==> src/rtl/enemy_fleet_ctrl.sv <==
// Formation controller for the enemy row: shared origin, march cadence,
// edge bounce/drop, alive mask, kill accounting and landed/cleared status.
module enemy_fleet_ctrl #(
    parameter int unsigned N_ENEMIES   = 8,
    parameter int unsigned ENEMY_SIZE  = 40,
    parameter int unsigned PITCH       = 56,
    parameter int unsigned H_RES       = 640,
    parameter int unsigned START_X     = 16,
    parameter int unsigned START_Y     = 40,
    parameter int unsigned STEP_X      = 2,
    parameter int unsigned DROP_Y      = 40,
    parameter int unsigned LAND_Y      = 429,
    parameter int unsigned PERIOD_INIT = 4,
    parameter int unsigned PERIOD_MIN  = 1
) (
    input  logic                 clk_i,
    input  logic                 reset_i,
    input  logic                 frame_i,
    input  logic                 start_i,
    input  logic [N_ENEMIES-1:0] hit_i,
    output logic [9:0]           fleet_x_o,
    output logic [9:0]           fleet_y_o,
    output logic                 dir_o,
    output logic [N_ENEMIES-1:0] alive_o,
    output logic                 kill_o,
    output logic                 landed_o,
    output logic                 cleared_o,
    output logic [1:0]           state_o
);

    localparam int unsigned KILL_W = $clog2(N_ENEMIES + 1);
    localparam int unsigned CNT_W  = $clog2(PERIOD_INIT + 1);
    localparam int unsigned IDX_W  = $clog2(N_ENEMIES);
    localparam int unsigned GEO_W  = 11;

    typedef enum logic [1:0] {
        ST_IDLE    = 2'd0,
        ST_MARCH   = 2'd1,
        ST_LANDED  = 2'd2,
        ST_CLEARED = 2'd3
    } state_t;

    state_t               state, state_n;
    logic [KILL_W-1:0]    kills, kills_n;
    logic [CNT_W-1:0]     cnt, cnt_n;
    logic [CNT_W-1:0]     period;
    logic [9:0]           fleet_x_n, fleet_y_n;
    logic                 dir_n, kill_n, landed_n, cleared_n;
    logic [N_ENEMIES-1:0] alive_n, newly;
    logic [KILL_W-1:0]    pop;
    logic [IDX_W-1:0]     lo, hi;
    logic [GEO_W-1:0]     left_edge, right_edge;
    logic                 tick, bounce, land_hit;

    // Step period shrinks with kills, floored at PERIOD_MIN
    always_comb begin
        if (32'(kills) + PERIOD_MIN >= PERIOD_INIT) begin
            period = CNT_W'(PERIOD_MIN);
        end else begin
            period = CNT_W'(PERIOD_INIT - 32'(kills));
        end
    end

    // Lowest and highest live column from the registered mask
    always_comb begin
        lo = '0;
        hi = '0;
        for (int i = N_ENEMIES - 1; i >= 0; i--) begin
            if (alive_o[i]) lo = IDX_W'(i);
        end
        for (int i = 0; i < N_ENEMIES; i++) begin
            if (alive_o[i]) hi = IDX_W'(i);
        end
    end

    assign left_edge  = GEO_W'(fleet_x_o) + GEO_W'(lo) * GEO_W'(PITCH);
    assign right_edge = GEO_W'(fleet_x_o) + GEO_W'(hi) * GEO_W'(PITCH)
                      + GEO_W'(ENEMY_SIZE - 1);
    assign bounce     = dir_o ? (left_edge < GEO_W'(STEP_X))
                              : (right_edge + GEO_W'(STEP_X) > GEO_W'(H_RES - 1));
    assign land_hit   = (GEO_W'(fleet_y_o) + GEO_W'(DROP_Y) + GEO_W'(ENEMY_SIZE))
                      >= GEO_W'(LAND_Y);
    assign newly      = hit_i & alive_o;

    always_comb begin
        pop = '0;
        for (int i = 0; i < N_ENEMIES; i++) begin
            pop = pop + KILL_W'(newly[i]);
        end
    end

    // Next-state and datapath update
    always_comb begin
        state_n   = state;
        fleet_x_n = fleet_x_o;
        fleet_y_n = fleet_y_o;
        dir_n     = dir_o;
        alive_n   = alive_o;
        kills_n   = kills;
        cnt_n     = cnt;
        kill_n    = 1'b0;
        landed_n  = landed_o;
        cleared_n = cleared_o;
        tick      = 1'b0;

        case (state)
            ST_IDLE: begin
                if (start_i) state_n = ST_MARCH;
            end
            ST_MARCH: begin
                if (start_i) begin
                    fleet_x_n = 10'(START_X);
                    fleet_y_n = 10'(START_Y);
                    dir_n     = 1'b0;
                    alive_n   = '1;
                    kills_n   = '0;
                    cnt_n     = '0;
                    landed_n  = 1'b0;
                    cleared_n = 1'b0;
                end else begin
                    if (frame_i) begin
                        if (cnt == period - CNT_W'(1)) begin
                            tick  = 1'b1;
                            cnt_n = '0;
                        end else if (cnt >= period) begin
                            cnt_n = '0;
                        end else begin
                            cnt_n = cnt + CNT_W'(1);
                        end
                    end
                    if (tick) begin
                        if (bounce) begin
                            dir_n = ~dir_o;
                            if (land_hit) begin
                                fleet_y_n = 10'(LAND_Y - ENEMY_SIZE);
                                landed_n  = 1'b1;
                                state_n   = ST_LANDED;
                            end else begin
                                fleet_y_n = 10'(fleet_y_o + 10'(DROP_Y));
                            end
                        end else if (dir_o) begin
                            fleet_x_n = 10'(fleet_x_o - 10'(STEP_X));
                        end else begin
                            fleet_x_n = 10'(fleet_x_o + 10'(STEP_X));
                        end
                    end
                    alive_n = alive_o & ~newly;
                    kills_n = kills + pop;
                    kill_n  = |newly;
                    // Clearing the last enemy beats a same-cycle landing
                    if (alive_n == '0) begin
                        landed_n  = 1'b0;
                        cleared_n = 1'b1;
                        state_n   = ST_CLEARED;
                    end
                end
            end
            default: begin
                if (start_i) begin
                    fleet_x_n = 10'(START_X);
                    fleet_y_n = 10'(START_Y);
                    dir_n     = 1'b0;
                    alive_n   = '1;
                    kills_n   = '0;
                    cnt_n     = '0;
                    landed_n  = 1'b0;
                    cleared_n = 1'b0;
                    state_n   = ST_MARCH;
                end
            end
        endcase
    end

    always_ff @(posedge clk_i) begin
        if (!reset_i) begin
            state     <= ST_IDLE;
            fleet_x_o <= 10'(START_X);
            fleet_y_o <= 10'(START_Y);
            dir_o     <= 1'b0;
            alive_o   <= '1;
            kills     <= '0;
            cnt       <= '0;
            kill_o    <= 1'b0;
            landed_o  <= 1'b0;
            cleared_o <= 1'b0;
        end else begin
            state     <= state_n;
            fleet_x_o <= fleet_x_n;
            fleet_y_o <= fleet_y_n;
            dir_o     <= dir_n;
            alive_o   <= alive_n;
            kills     <= kills_n;
            cnt       <= cnt_n;
            kill_o    <= kill_n;
            landed_o  <= landed_n;
            cleared_o <= cleared_n;
        end
    end

    assign state_o = state;

endmodule

==> config.mk <==
export PLATFORM = sky130hd
export DESIGN_NAME = enemy_fleet_ctrl
export DESIGN_NICKNAME = d
export VERILOG_FILES = /design/src/rtl/enemy_fleet_ctrl.sv
export SDC_FILE = /design/constraint.sdc
export NUM_CORES = 1
export LEC_CHECK = 0
export ABC_AREA = 1
export CAP_MARGIN = 20
export CORE_UTILIZATION = 55
export CTS_BUF_LIST = sky130_fd_sc_hd__clkbuf_8
export CTS_CLUSTER_DIAMETER = 60
export DETAILED_ROUTE_END_ITERATION = 10
export PLACE_DENSITY = 0.79
export SYNTH_ARGS = -nofsm -noshare
export SYNTH_HDL_FRONTEND = slang
export SYNTH_SLANG_ARGS = --single-unit
==> constraint.sdc <==
create_clock -name clk_i -period 8.25 [get_ports clk_i]
set_input_delay 1.65 -clock clk_i [delete_from_list [all_inputs] [get_ports clk_i]]
set_output_delay 1.65 -clock clk_i [all_outputs]
set_load 0.01 [all_outputs]
; ---- Word level (Yosys, flattened, before mapping)
; Cells that the tools add are included.
[totals]
reg_bits = 41
output_inout_bits = 34
[classes]
magnitude_cmp = 5
n_addsub = 21
bitwise = 7
n_eq_ne = 4
mul = 2
muxes = 66
reduce_logical = 19
[op_table]
columns = cell, count
row1 = 2-to-1 mux 10 bit, 10
row2 = 2-to-1 mux 3 bit, 20
row3 = one-hot mux 10 bit (2 select lines), 2
row4 = adder 10 x 9 -> 11 bit, 2
row5 = "adder 11 x 6 -> 11 bit, second input constant", 2
row6 = 2-to-1 mux 1 bit, 17
row7 = adder 4 x 1 -> 4 bit, 4
row8 = bitwise AND 8 bit, 2
row9 = 2-to-1 mux 8 bit, 2
row10 = one-hot mux 8 bit (2 select lines), 1
row11 = 2-to-1 mux 2 bit, 7
row12 = "multiplier 3 x 3 -> 6 bit, second input constant", 2
row13 = "adder 10 x 6 -> 11 bit, second input constant", 1
row14 = "adder 11 x 2 -> 11 bit, second input constant", 1
row15 = ">= comparator 11 x 9 -> 1 bit, second input constant", 1
row16 = "> comparator 11 x 10 -> 1 bit, second input constant", 1
row17 = "less-than comparator 11 x 2 -> 1 bit, second input constant", 1
row18 = "adder 10 x 2 -> 10 bit, second input constant", 1
row19 = "adder 10 x 6 -> 10 bit, second input constant", 1
row20 = AND reduction 5 bit, 2
row21 = nonzero test 2 bit, 5
row22 = "subtractor 10 x 2 -> 10 bit, second input constant", 1
row23 = nonzero test 3 bit, 3
row24 = logical NOT 8 bit, 1
row25 = other kinds (25), 34

; ---- Depth between registers and ports, before layout
[depth]
word_depth = 18
depth_mapped = 26
depth_no_buf = 26

; ---- Worst setup path before layout
; No wires, ideal clock.
[synth_path]
path_type = input-to-reg
start = in hit_i[0]
end = reg kills[2]
path_stages = 10
t_arrival_ps = 4376
t_required_ps = 8127
setup_time_ps = 123
setup_slack_ps = 3751
cell_sequence = nand2_1 > inv_1 > fa_1 > inv_1 > fa_1 > fa_1 > fa_1 > fa_1 > xor2_1 > o22ai_1
[synth_between]
elab_chain_len = 11
[synth_rtl]
columns = item, line
row1 = from (decl), 20  ; input logic [N_ENEMIES-1:0] hit_i,
row2 = bitwise AND 8 bit, 83  ; assign newly = hit_i & alive_o;
row3 = adder 1 x 1 -> 2 bit, 88  ; pop = pop + KILL_W'(newly[i]);
row4 = adder 2 x 1 -> 3 bit, 88
row5 = adder 3 x 1 -> 4 bit, 88
row6 = adder 4 x 1 -> 4 bit (4 in a row), 88
row7 = adder 4 bit, 148  ; kills_n = kills + pop;
row8 = 2-to-1 mux 4 bit, 111  ; if (start_i) begin
row9 = one-hot mux 4 bit (2 select lines), 106  ; case (state)
row10 = to (signal assigned), 192  ; kills <= kills_n;
row11 = to (decl), 44  ; logic [KILL_W-1:0] kills, kills_n;
; Every way passes these cells.
; A chain may end at the register's enable or synchronous reset.

; ---- Worst setup path in the final report
; Ends and elaborated chain as after synthesis.

==> impl_metrics.tcl <==
set metrics [dict create \
    outcome "finished clean" \
    slew_violations 0 \
    io_pins 46 \
    grt_remaining_overflow 0 \
    setup-tns-final_ps 0 \
    start_util_pct 57.1 \
    whs_ps 448 \
    ys_types 36 \
    antennaDiodeCount 0 \
    irDropWorstVdd_v 0.0000792 \
    clock_latency_ps 290 \
    yosysWarnings 0 \
    grt_max_degree 30 \
    cts_tree "done" \
    critPathMaxFanout 2 \
    fin_crit_ps 4720 \
    antenna_found_initial 0 \
    cts_resized 0 \
    ys_seq_elements 38 \
    drc_errors 0 \
    drt_wl_total_um 8240 \
    synth_area_per_cell_um2 6.84 \
    fin_worst_skew_ps 4.67 \
    drtIter0Drc 120 \
    slew_headroom_pct 51.5 \
    cts_made_buffers 5 \
    clk_pin_slew_worst_paths_ps 80 \
    synth.area.top_cells "dfxtp_1 21%, ha_1 17%, nand2_1 12%" \
    core_area_um2 6350 \
    gp_congestion 0.860 \
    hold_path_class "reg2reg" \
    cts.sink_count 38 \
    timing.final.crit_share_pct 57.3 \
    area_growth_pct 15.6 \
    htreeDepth 2 \
    clk_path_buf_depth 2 \
    synth_area_um2 3630 \
    fin_ws_ps 3530 \
    endpoint_kind "register" \
    start_kind "primary input" \
    clock.fmax_ghz 0.212 \
    row_count 29 \
    grt_pass1_vias 3428 \
    port_buffers 43 \
    hold_viol 0 \
    worst_pin_slew_ps 726 \
    netlist_instances 530 \
    grt_use_total_pct 25.5 \
    arrival_ps 4900 \
    viasPerCell 5.43 \
    power_leakage_nw 2.12 \
    cts_setup_buffers 0 \
    netlist_top_cells_count "120 x nand2_1, 76 x inv_1, 54 x nand3_1" \
    synthFlopType "dfxtp_1" \
    yosysTopAreaCell "dfxtp_1" \
    die_area_um2 6920 \
    yosysMostFrequentCell "nand2_1" \
    fillers 553 \
    rsz0062_at_grt "no" \
    setup_viol 0 \
    critical_path_required_ps 8430 \
    die_y_um 83.2 \
    cts-root-buf "clkbuf_8" \
    via_count 3516 \
    yosysSeqAreaShare_pct 21.0 \
    place_ws_ps 3200 \
    drt_first_pass_iters 5 \
    async_flop_share_pct 0 \
    wl_per_cell_um 12.7 \
    cts_hold_buf 0 \
    nets 645 \
    drive_above_1_share_pct 3.33 \
    crit_type "in2reg" \
    dp_hpwl_um 6420 \
    synth_edf_count 0 \
    post-synth-top-area-fraction_pct 21.0 \
    grt_pass1_wl_um 14800 \
    power_density_nw_per_um2 134 \
    drtAntennaViolNets 0 \
    drv_cap 0 \
    die_w_um 83.2 \
]
[through the flow]
step | area (um^2) | power (mW) | instances | utilization (%)
after global placement | 4100 | 0.422 | 640 | 64.5
after floorplan | 3630 | 0.371 | 531 | -
after global routing | 4190 | 0.613 | 648 | 66.0
final | 4190 | 0.561 | 648 | 66.0
after detailed placement | 4100 | 0.429 | 640 | 64.5
after CTS | 4190 | 0.564 | 648 | 66.0
[critical path, cell delays in order]
cell	delay (ps)
clkdlybuf4s50_1	420
nand2_1	100
inv_1	60
fa_1	490
inv_1	60
fa_1	500
fa_1	520
fa_1	470
fa_1	390
xor2_1	150
o22ai_1	80
[cells in the final DEF (no fill, tap or decap), drive strengths merged]
cell / instances
nand3b: 2
nor4: 3
a211o: 1
nand4: 7
a21oi: 37
clkdlybuf4s50: 43
clkinvlp: 1
o211ai: 1
inv: 77
ha: 50
clkbuf: 6
a21boi: 1
o22ai: 3
clkinv: 2
nor3b: 1
xor2: 14
nand3: 56
a31oi: 1
dfxtp: 38
a211oi: 1
nor2: 48
o21a: 3
conb: 2
fa: 13
buf: 1
o21ai: 28
nand2: 122
or2: 3
nor3: 4
xnor2: 2
[per-layer routing]
metal / GRT usage (%) / vias to the layer above / share of wire [%]
li1: - / 1805 / -
met1: 33.1 / 1632 / 45
met2: 43.8 / 66 / 49
met3: 3.08 / 13 / 3.6
met4: 8.46 / 0 / 1.9
met5: 0 / - / 0
[final cells by class]
| type | count | area, um^2 | share of cell area [%] |
|---|---|---|---|
| sequential | 38 | 761 | 18.1 |
| clock buffer | 6 | 82.6 | 1.97 |
| inverter | 78 | 293 | 6.99 |
| clock inverter | 2 | 12.5 | 0.299 |
| timing repair buffer | 44 | 438 | 10.4 |
| tap | 77 | 96.3 | 2.30 |
| multi-input combinational | 403 | 2510 | 59.9 |
[worst paths after layout]
check / startpoint / to / slack (ps) / cells past startpoint
worst max-delay path: hit_i[0] / kills[2]$_SDFFE_PN0P_ / 3530 / 11
worst min-delay path: landed_o$_SDFFE_PN0P_ / landed_o$_SDFFE_PN0P_ / 450 / 2
worst max register to register: alive_o[4]$_SDFFE_PN1P_ / fleet_y_o[7]$_SDFFE_PN0P_ / 3750 / 21
worst min register to register: landed_o$_SDFFE_PN0P_ / landed_o$_SDFFE_PN0P_ / 450 / 2
[cell families after synthesis]
kind of cell | share of synthesized area (%)
simple gates | 29.2
other cells | 0.103
fa+ha+maj | 24.4
xor+xnor | 3.86
compound gates | 11.5
buf+inv | 9.97
flops | 21.0
[flip-flops by register name, summed over array words and instances (netlist names)]
signal,flops
alive_o,8
cleared_o,1
cnt,3
dir_o,1
fleet_x_o,9
fleet_y_o,8
kill_o,1
kills,4
landed_o,1
state_o,2
[report_power, final]
part | switching (mW) | internal (mW)
Clock | 0.0677 | 0.0672
Combinational | 0.128 | 0.0886
Sequential | 0.0165 | 0.193
Total | 0.212 | 0.349
No activity file was read; power rests on OpenSTA's default activity.
